### config.mk
export PLATFORM = sky130hd
export DESIGN_NAME = op_mult_pipe
export DESIGN_NICKNAME = d
export VERILOG_FILES = /design/src/rtl/op_mult_pkg.sv /design/src/rtl/op_mult_round_sat.sv /design/src/rtl/op_mult_pipe.sv
export SDC_FILE = /design/constraint.sdc
export NUM_CORES = 1
export LEC_CHECK = 0
export BUFFER_PORTS_ARGS = -buffer_cell sky130_fd_sc_hd__buf_2
export CORE_MARGIN = 2
export CORE_UTILIZATION = 45
export DETAILED_ROUTE_END_ITERATION = 8
export GPL_ROUTABILITY_DRIVEN = 0
export HOLD_SLACK_MARGIN = 0.08
export SYNTH_ARGS = -nofsm -noshare
export SYNTH_HDL_FRONTEND = slang
export SYNTH_SLANG_ARGS = --single-unit
export TNS_END_PERCENT = 20
### constraint.sdc
create_clock -name clk -period 6.5 [get_ports clk]
set_input_delay 1.3 -clock clk [delete_from_list [all_inputs] [get_ports clk]]
set_output_delay 1.3 -clock clk [all_outputs]
set_load 0.05 [all_outputs]
### src/rtl/op_mult_pkg.sv
// ---------------------------------------------------------------------------
// op_mult_pkg
// Shared constants, types and helpers for the pipelined fixed-point
// multiplier family (op_mult_pipe and the reusable round/saturate stage).
//   BOUND_W     : width of the saturation bound constants (max OUT_W)
//   MAX_STAGES  : widest stage-valid vector supported
//   stage_vld_t : stage-valid vector, bit k = stage k+1 holds valid data
//   bounds_t    : max/min result constants for a given output format
// ---------------------------------------------------------------------------
package op_mult_pkg;

  localparam int BOUND_W    = 64;
  localparam int MAX_STAGES = 32;

  typedef logic [MAX_STAGES-1:0] stage_vld_t;

  typedef struct packed {
    logic [BOUND_W-1:0] max_v;
    logic [BOUND_W-1:0] min_v;
  } bounds_t;

  // Largest and smallest representable result for an out_w-bit format.
  // The signed minimum is kept sign-extended so its low out_w bits are 10..0.
  function automatic bounds_t sat_bounds(input int out_w, input bit is_signed);
    bounds_t bnd;
    bnd.max_v = '0;
    bnd.min_v = '0;
    if (is_signed) begin
      bnd.max_v = (BOUND_W'(1) << (out_w - 1)) - BOUND_W'(1);
      bnd.min_v = ~bnd.max_v;
    end else if (out_w >= BOUND_W) begin
      bnd.max_v = '1;
    end else begin
      bnd.max_v = (BOUND_W'(1) << out_w) - BOUND_W'(1);
    end
    return bnd;
  endfunction

  // Advance a stage-valid vector by one stage, inserting the new entry bit.
  function automatic stage_vld_t vld_shift(input stage_vld_t v, input logic in_bit);
    return {v[MAX_STAGES-2:0], in_bit};
  endfunction

endpackage

### src/rtl/op_mult_round_sat.sv
// ---------------------------------------------------------------------------
// op_mult_round_sat
// Combinational post-multiply stage: optional round-half-up, right shift by
// FRAC (arithmetic when SIGNED), range check against OUT_W, then saturate or
// wrap. Reusable by any block that produces a full-width product.
//   prod_i : full product, PROD_W bits (two's complement when SIGNED)
//   res_o  : scaled result, OUT_W bits
//   ov_o   : scaled value did not fit in OUT_W
// ---------------------------------------------------------------------------
module op_mult_round_sat
  import op_mult_pkg::*;
#(
  parameter int PROD_W   = 32,
  parameter int OUT_W    = 16,
  parameter int FRAC     = 15,
  parameter int SIGNED   = 1,
  parameter int SATURATE = 1,
  parameter int ROUND    = 1
) (
  input  logic [PROD_W-1:0] prod_i,
  output logic [OUT_W-1:0]  res_o,
  output logic              ov_o
);

  // One guard bit so the rounding add can never wrap.
  localparam int QW     = PROD_W + 1;
  localparam int EW     = (OUT_W > QW) ? OUT_W : QW;
  localparam int RND_SH = (FRAC > 0) ? FRAC - 1 : 0;
  localparam logic [QW-1:0] RND_C = (ROUND != 0 && FRAC > 0) ? (QW'(1) << RND_SH) : '0;

  localparam bounds_t           BND   = sat_bounds(OUT_W, SIGNED != 0);
  localparam logic [OUT_W-1:0]  MAX_V = BND.max_v[OUT_W-1:0];
  localparam logic [OUT_W-1:0]  MIN_V = BND.min_v[OUT_W-1:0];

  logic [QW-1:0]        q;
  logic signed [QW-1:0] qs;
  logic [QW-1:0]        sh;
  logic signed [QW-1:0] shs;
  logic [EW-1:0]        shx;
  logic                 out_of_range;

  // Shift is done through signed temporaries so >>> really is arithmetic;
  // mixing signed and unsigned in one expression would silently make it logical.
  always_comb begin
    q   = {((SIGNED != 0) & prod_i[PROD_W-1]), prod_i} + RND_C;
    qs  = q;
    if (SIGNED != 0) sh = qs >>> FRAC;
    else             sh = q >> FRAC;
    shs = sh;
    if (SIGNED != 0) shx = EW'(shs);
    else             shx = EW'(sh);
  end

  generate
    if (OUT_W >= QW) begin : g_fits
      assign out_of_range = 1'b0;
    end else if (SIGNED != 0) begin : g_signed_chk
      // Fits when every bit from the result's sign bit upward agrees.
      assign out_of_range = !((&shx[EW-1:OUT_W-1]) || !(|shx[EW-1:OUT_W-1]));
    end else begin : g_unsigned_chk
      assign out_of_range = |shx[EW-1:OUT_W];
    end
  endgenerate

  always_comb begin
    res_o = shx[OUT_W-1:0];
    ov_o  = out_of_range;
    if (out_of_range && SATURATE != 0) begin
      res_o = ((SIGNED != 0) && shx[EW-1]) ? MIN_V : MAX_V;
    end
  end

endmodule

### src/rtl/op_mult_pipe.sv
// ---------------------------------------------------------------------------
// op_mult_pipe
// Pipelined fixed-point multiplier with valid/ready on both sides, Q-format
// scaling, optional rounding, saturate-or-wrap and overflow flags.
//   clk, rst_n          : clock, asynchronous active-low reset
//   in_valid/in_ready   : operand handshake (in_ready depends only on state
//                         and out_ready)
//   a, b                : operands (A_W, B_W bits)
//   out_valid/out_ready : result handshake
//   result, ov          : scaled product and its overflow flag
//   ov_sticky, ov_clr   : accumulated overflow flag and its synchronous clear
// Stages: 1 = operand regs, 2 = full product, 3 = round/shift/saturate,
// 4..STAGES = plain delay.
// ---------------------------------------------------------------------------
module op_mult_pipe
  import op_mult_pkg::*;
#(
  parameter int A_W      = 16,
  parameter int B_W      = 16,
  parameter int OUT_W    = 16,
  parameter int FRAC     = 15,
  parameter int SIGNED   = 1,
  parameter int SATURATE = 1,
  parameter int ROUND    = 1,
  parameter int STAGES   = 3
) (
  input  logic             clk,
  input  logic             rst_n,
  input  logic             in_valid,
  output logic             in_ready,
  input  logic [A_W-1:0]   a,
  input  logic [B_W-1:0]   b,
  output logic             out_valid,
  input  logic             out_ready,
  output logic [OUT_W-1:0] result,
  output logic             ov,
  output logic             ov_sticky,
  input  logic             ov_clr
);

  localparam int PROD_W = A_W + B_W;
  localparam int NR     = STAGES - 2;

  generate
    if (STAGES < 3 || STAGES > MAX_STAGES || FRAC < 0 || FRAC >= PROD_W || OUT_W > BOUND_W)
    begin : g_cfg_err
      $error("op_mult_pipe: illegal parameters (STAGES=%0d FRAC=%0d OUT_W=%0d)",
             STAGES, FRAC, OUT_W);
    end
  endgenerate

  logic                 adv;
  logic [STAGES-1:0]    vld_q, vld_d;
  logic [A_W-1:0]       a_q;
  logic [B_W-1:0]       b_q;
  logic [PROD_W-1:0]    a_ext, b_ext, prod_d, prod_q;
  logic [OUT_W-1:0]     rs_res, res3_q;
  logic                 rs_ov, ov3_q;
  logic                 ov_sticky_q, ov_sticky_d;
  logic [OUT_W-1:0]     chain_res [NR];
  logic                 chain_ov  [NR];

  // Whole pipe moves together unless the output is full and not being taken.
  assign adv      = !vld_q[STAGES-1] || out_ready;
  assign in_ready = adv;

  // Operands are extended to the product width, so the low PROD_W bits of a
  // plain multiply give the correct signed or unsigned product.
  always_comb begin
    a_ext  = {{B_W{(SIGNED != 0) & a_q[A_W-1]}}, a_q};
    b_ext  = {{A_W{(SIGNED != 0) & b_q[B_W-1]}}, b_q};
    prod_d = a_ext * b_ext;
    vld_d  = STAGES'(vld_shift(stage_vld_t'(vld_q), in_valid));
  end

  op_mult_round_sat #(
    .PROD_W   (PROD_W),
    .OUT_W    (OUT_W),
    .FRAC     (FRAC),
    .SIGNED   (SIGNED),
    .SATURATE (SATURATE),
    .ROUND    (ROUND)
  ) u_round_sat (
    .prod_i (prod_q),
    .res_o  (rs_res),
    .ov_o   (rs_ov)
  );

  // Set beats clear when an overflowing result is taken in the same cycle.
  always_comb begin
    ov_sticky_d = ov_sticky_q;
    if (ov_clr) ov_sticky_d = 1'b0;
    if (out_valid && out_ready && ov) ov_sticky_d = 1'b1;
  end

  always_ff @(posedge clk or negedge rst_n) begin
    if (!rst_n) begin
      vld_q       <= '0;
      a_q         <= '0;
      b_q         <= '0;
      prod_q      <= '0;
      res3_q      <= '0;
      ov3_q       <= 1'b0;
      ov_sticky_q <= 1'b0;
    end else begin
      ov_sticky_q <= ov_sticky_d;
      if (adv) begin
        vld_q  <= vld_d;
        a_q    <= a;
        b_q    <= b;
        prod_q <= prod_d;
        res3_q <= rs_res;
        ov3_q  <= rs_ov;
      end
    end
  end

  assign chain_res[0] = res3_q;
  assign chain_ov[0]  = ov3_q;

  for (genvar k = 1; k < NR; k++) begin : g_dly
    logic [OUT_W-1:0] dly_res_q;
    logic             dly_ov_q;

    always_ff @(posedge clk or negedge rst_n) begin
      if (!rst_n) begin
        dly_res_q <= '0;
        dly_ov_q  <= 1'b0;
      end else if (adv) begin
        dly_res_q <= chain_res[k-1];
        dly_ov_q  <= chain_ov[k-1];
      end
    end

    assign chain_res[k] = dly_res_q;
    assign chain_ov[k]  = dly_ov_q;
  end

  assign out_valid = vld_q[STAGES-1];
  assign result    = chain_res[NR-1];
  assign ov        = chain_ov[NR-1];
  assign ov_sticky = ov_sticky_q;

endmodule

==> impl_metrics.tcl <==
set metrics [dict create \
    status "finished, final reports clean" \
    period_needed_ps 6162 \
    synth-compound-area-share_pct 5.430 \
    most-common-layout-cells "275 x inv_1, 260 x nand2_1, 260 x fa_1, 127 x and2_1, 80 x ha_1" \
    syn_area_mm2 0.01258 \
    cts_tree "built" \
    hold_ws_ps 461.0 \
    worstHoldStart "vld_q[1]" \
    numCtsBuffers 9 \
    ios 57 \
    synth_ff_type "dfrtp_1" \
    htreeDepth 3 \
    start_util_pct 45.53 \
    path_buf_inv 2 \
    synth_area_per_cell_um2 9.176 \
    syn_inst 1371 \
    synth-adder-area-share_pct 49.49 \
    core_mm2 0.02763 \
    num_vias 8974 \
    ys_types 52 \
    finalClockSkew_ps 7.524 \
    wirelength_mm 28.95 \
    cpMostUsedCell "fa_1" \
    maxSlewHeadroom_pct 38.15 \
    synthMuxAreaShare_pct 0.07956 \
    drc_errors 0 \
    crit_slowest_cell "dfrtp_1" \
    reg2reg_from "b_q[5]" \
    critPathCaptureType "register" \
    max_cap_violations 0 \
    wl_per_cell_um 16.03 \
    r2r_cells 17 \
    yosysWarnings 0 \
    synth-edff-count 0 \
    final_common_cell "inv_1" \
    crit_path_max_incr_delay_ps 560 \
    min_to "vld_q[2]" \
    timing.hold.worst_path_depth 1 \
    postRouteAntennaNets 0 \
    synth-simple-area-share_pct 18.68 \
    postPlaceCellArea_mm2 0.01340 \
    fin_area_mm2 0.01375 \
    antenna_found_initial 0 \
    grt_max_degree 76 \
    synthArstFlopShare_pct 100.0 \
    setup_tns_ps 0 \
    cp_cell_sequence "and2_1 > fa_1 > inv_1 > fa_1 > fa_1 > inv_1 > fa_1 > fa_1 > fa_1 > ha_1 > a21oi_1 > nand3b_1 > a2111oi_4 > a211oi_2 > a211oi_2 > nor3_1 > o31ai_1" \
    drt_iter0_markers 379 \
    cts.path.max_buffers 2 \
    cts_sinks 71 \
    cp-start-kind "register" \
    grt_pass1_vias 9755 \
    holdCritPathClass "reg2reg" \
    rows 61 \
    setup_viol 0 \
    rsz0062_at_grt "false" \
    port_buffers 56 \
    rrSetupSlack_ps 340 \
    finalCritPeriodShare_pct 94.80 \
    root_buffer "clkbuf_16" \
    viasPerCell 4.969 \
    die_h_um 171.2 \
    yosysSeqAreaShare_pct 14.12 \
    critical_path.top_delay_family "adder cells" \
    tightest_slew_ps 927.7 \
    finalMaxSlewViolations 0 \
    hpwl_mm 24.34 \
    fin_nets 1800 \
    grtUsageTotal_pct 22.04 \
    dieArea_mm2 0.02931 \
    area_growth_pct 9.289 \
    cts.clk_slew.worst_paths_ps 60 \
    firstDrtPassIters 4 \
    synth_xor_area_share_pct 2.297 \
    grt_overflow 0 \
    chipWidth_um 171.2 \
    worstSetupPathType "reg2reg" \
    r2r-end "prod_q[30]" \
    final_hold_viol_count 0 \
    drive_above_1_share_pct 9.811 \
    post-cts-setup-buffers 0 \
    insertion_delay_ps 340 \
    arrival_ps 6410 \
    grt_pass1_wl_mm 50.14 \
    critPathRequiredTime_ps 6750 \
    fmax_ghz 0.1623 \
    worst-path-max-fanout 17 \
    syn_nets 1749 \
    synth_seq_cells 71 \
    synth_top_family_by_area "adder cells" \
]
how the worst max path moves through the flow:
stage               startpoint          to  slack [ps]  cells after the start
global placement        b_q[2]  prod_q[27]         200                     18
CTS                     b_q[2]  prod_q[27]          60                     18
floorplan              a_q[15]  prod_q[29]         610                     19
global route            b_q[5]  prod_q[30]           7                     17
finish                  b_q[5]  prod_q[30]         340                     17
detailed placement      b_q[2]  prod_q[27]          90                     18
kinds of logic (layout without fill, tap and decap cells):
| group | Yosys count | in the layout |
|---|---|---|
| and+or+nand+nor | 499 | 499 |
| adders and majority gates | 341 | 341 |
| buffers and inverters | 328 | 384 |
| AOI/OAI and AO/OA | 98 | 98 |
| DFF | 71 | 71 |
| xor gates and xnor gates | 33 | 33 |
| muxes | 1 | 1 |
| other | 0 | 1 |
metrics by stage:
stage	instances	utilization (%)	worst slack [ps]
floorplan	1371	-	605.0
finish	1806	49.76	338.2
global placement	1789	48.51	204.0
detailed placement	1789	48.51	90.54
CTS	1805	49.65	56.30
global route	1805	49.76	6.517
synth_stat cells, types with 5 or more instances:
| cell type | count | area, um2 |
|---|---|---|
| inv_1 | 276 | 1036 |
| nand2_1 | 260 | 975.9 |
| nand3_1 | 15 | 75.07 |
| and2_1 | 127 | 794.5 |
| a21oi_2 | 11 | 96.34 |
| xor2_1 | 7 | 61.31 |
| clkbuf_1 | 48 | 180.2 |
| fa_1 | 261 | 5225 |
| o21ai_0 | 17 | 85.08 |
| o31ai_1 | 7 | 52.55 |
| dfrtp_1 | 71 | 1777 |
| a21oi_1 | 26 | 130.1 |
| o21a_1 | 6 | 45.04 |
| ha_1 | 80 | 1001 |
| a21o_1 | 5 | 37.54 |
| a211oi_1 | 6 | 45.04 |
| nor3_1 | 7 | 35.03 |
| nor2_1 | 52 | 195.2 |
| nand4_1 | 7 | 43.79 |
| xnor2_1 | 26 | 227.7 |
| nand2b_1 | 5 | 31.28 |
| and3_1 | 6 | 37.54 |
area by class of cell:
| type | instances | area [um2] |
|---|---|---|
| well taps | 378 | 473.0 |
| inverters | 276 | 1036 |
| fillers | 2708 | 13880 |
| multi-input cells | 972 | 9590 |
| diodes | 1 | 2.502 |
| clock buffers | 11 | 232.7 |
| flip-flops and latches | 71 | 1782 |
| clock inverters | 5 | 82.58 |
| repair buffers | 92 | 550.5 |
metal layers:
layer | GRT usage, % | wire (um) | vias up
li1 | - | - | 4187
met2 | 38.59 | 15070 | 145
met4 | 4.937 | 623 | 0
met1 | 29.51 | 12420 | 4606
met3 | 2.600 | 828 | 36
met5 | 0 | 0 | -
state kept, by name (all words and copies together), names as in the netlist:
register   flops
prod_q        18
a_q           16
ov_sticky      1
result        16
vld_q          3
ov             1
b_q           16
timing repair:
action                                 in CTS  in global routing
gates resized for setup                     0                  8
setup endpoints to repair                   0                 12
hold buffers                                0                  0
endpoints found under the hold margin       0                  0
Power is not shown: default switching activity piles up to over one toggle a cycle in this logic, so the estimate is an artifact.
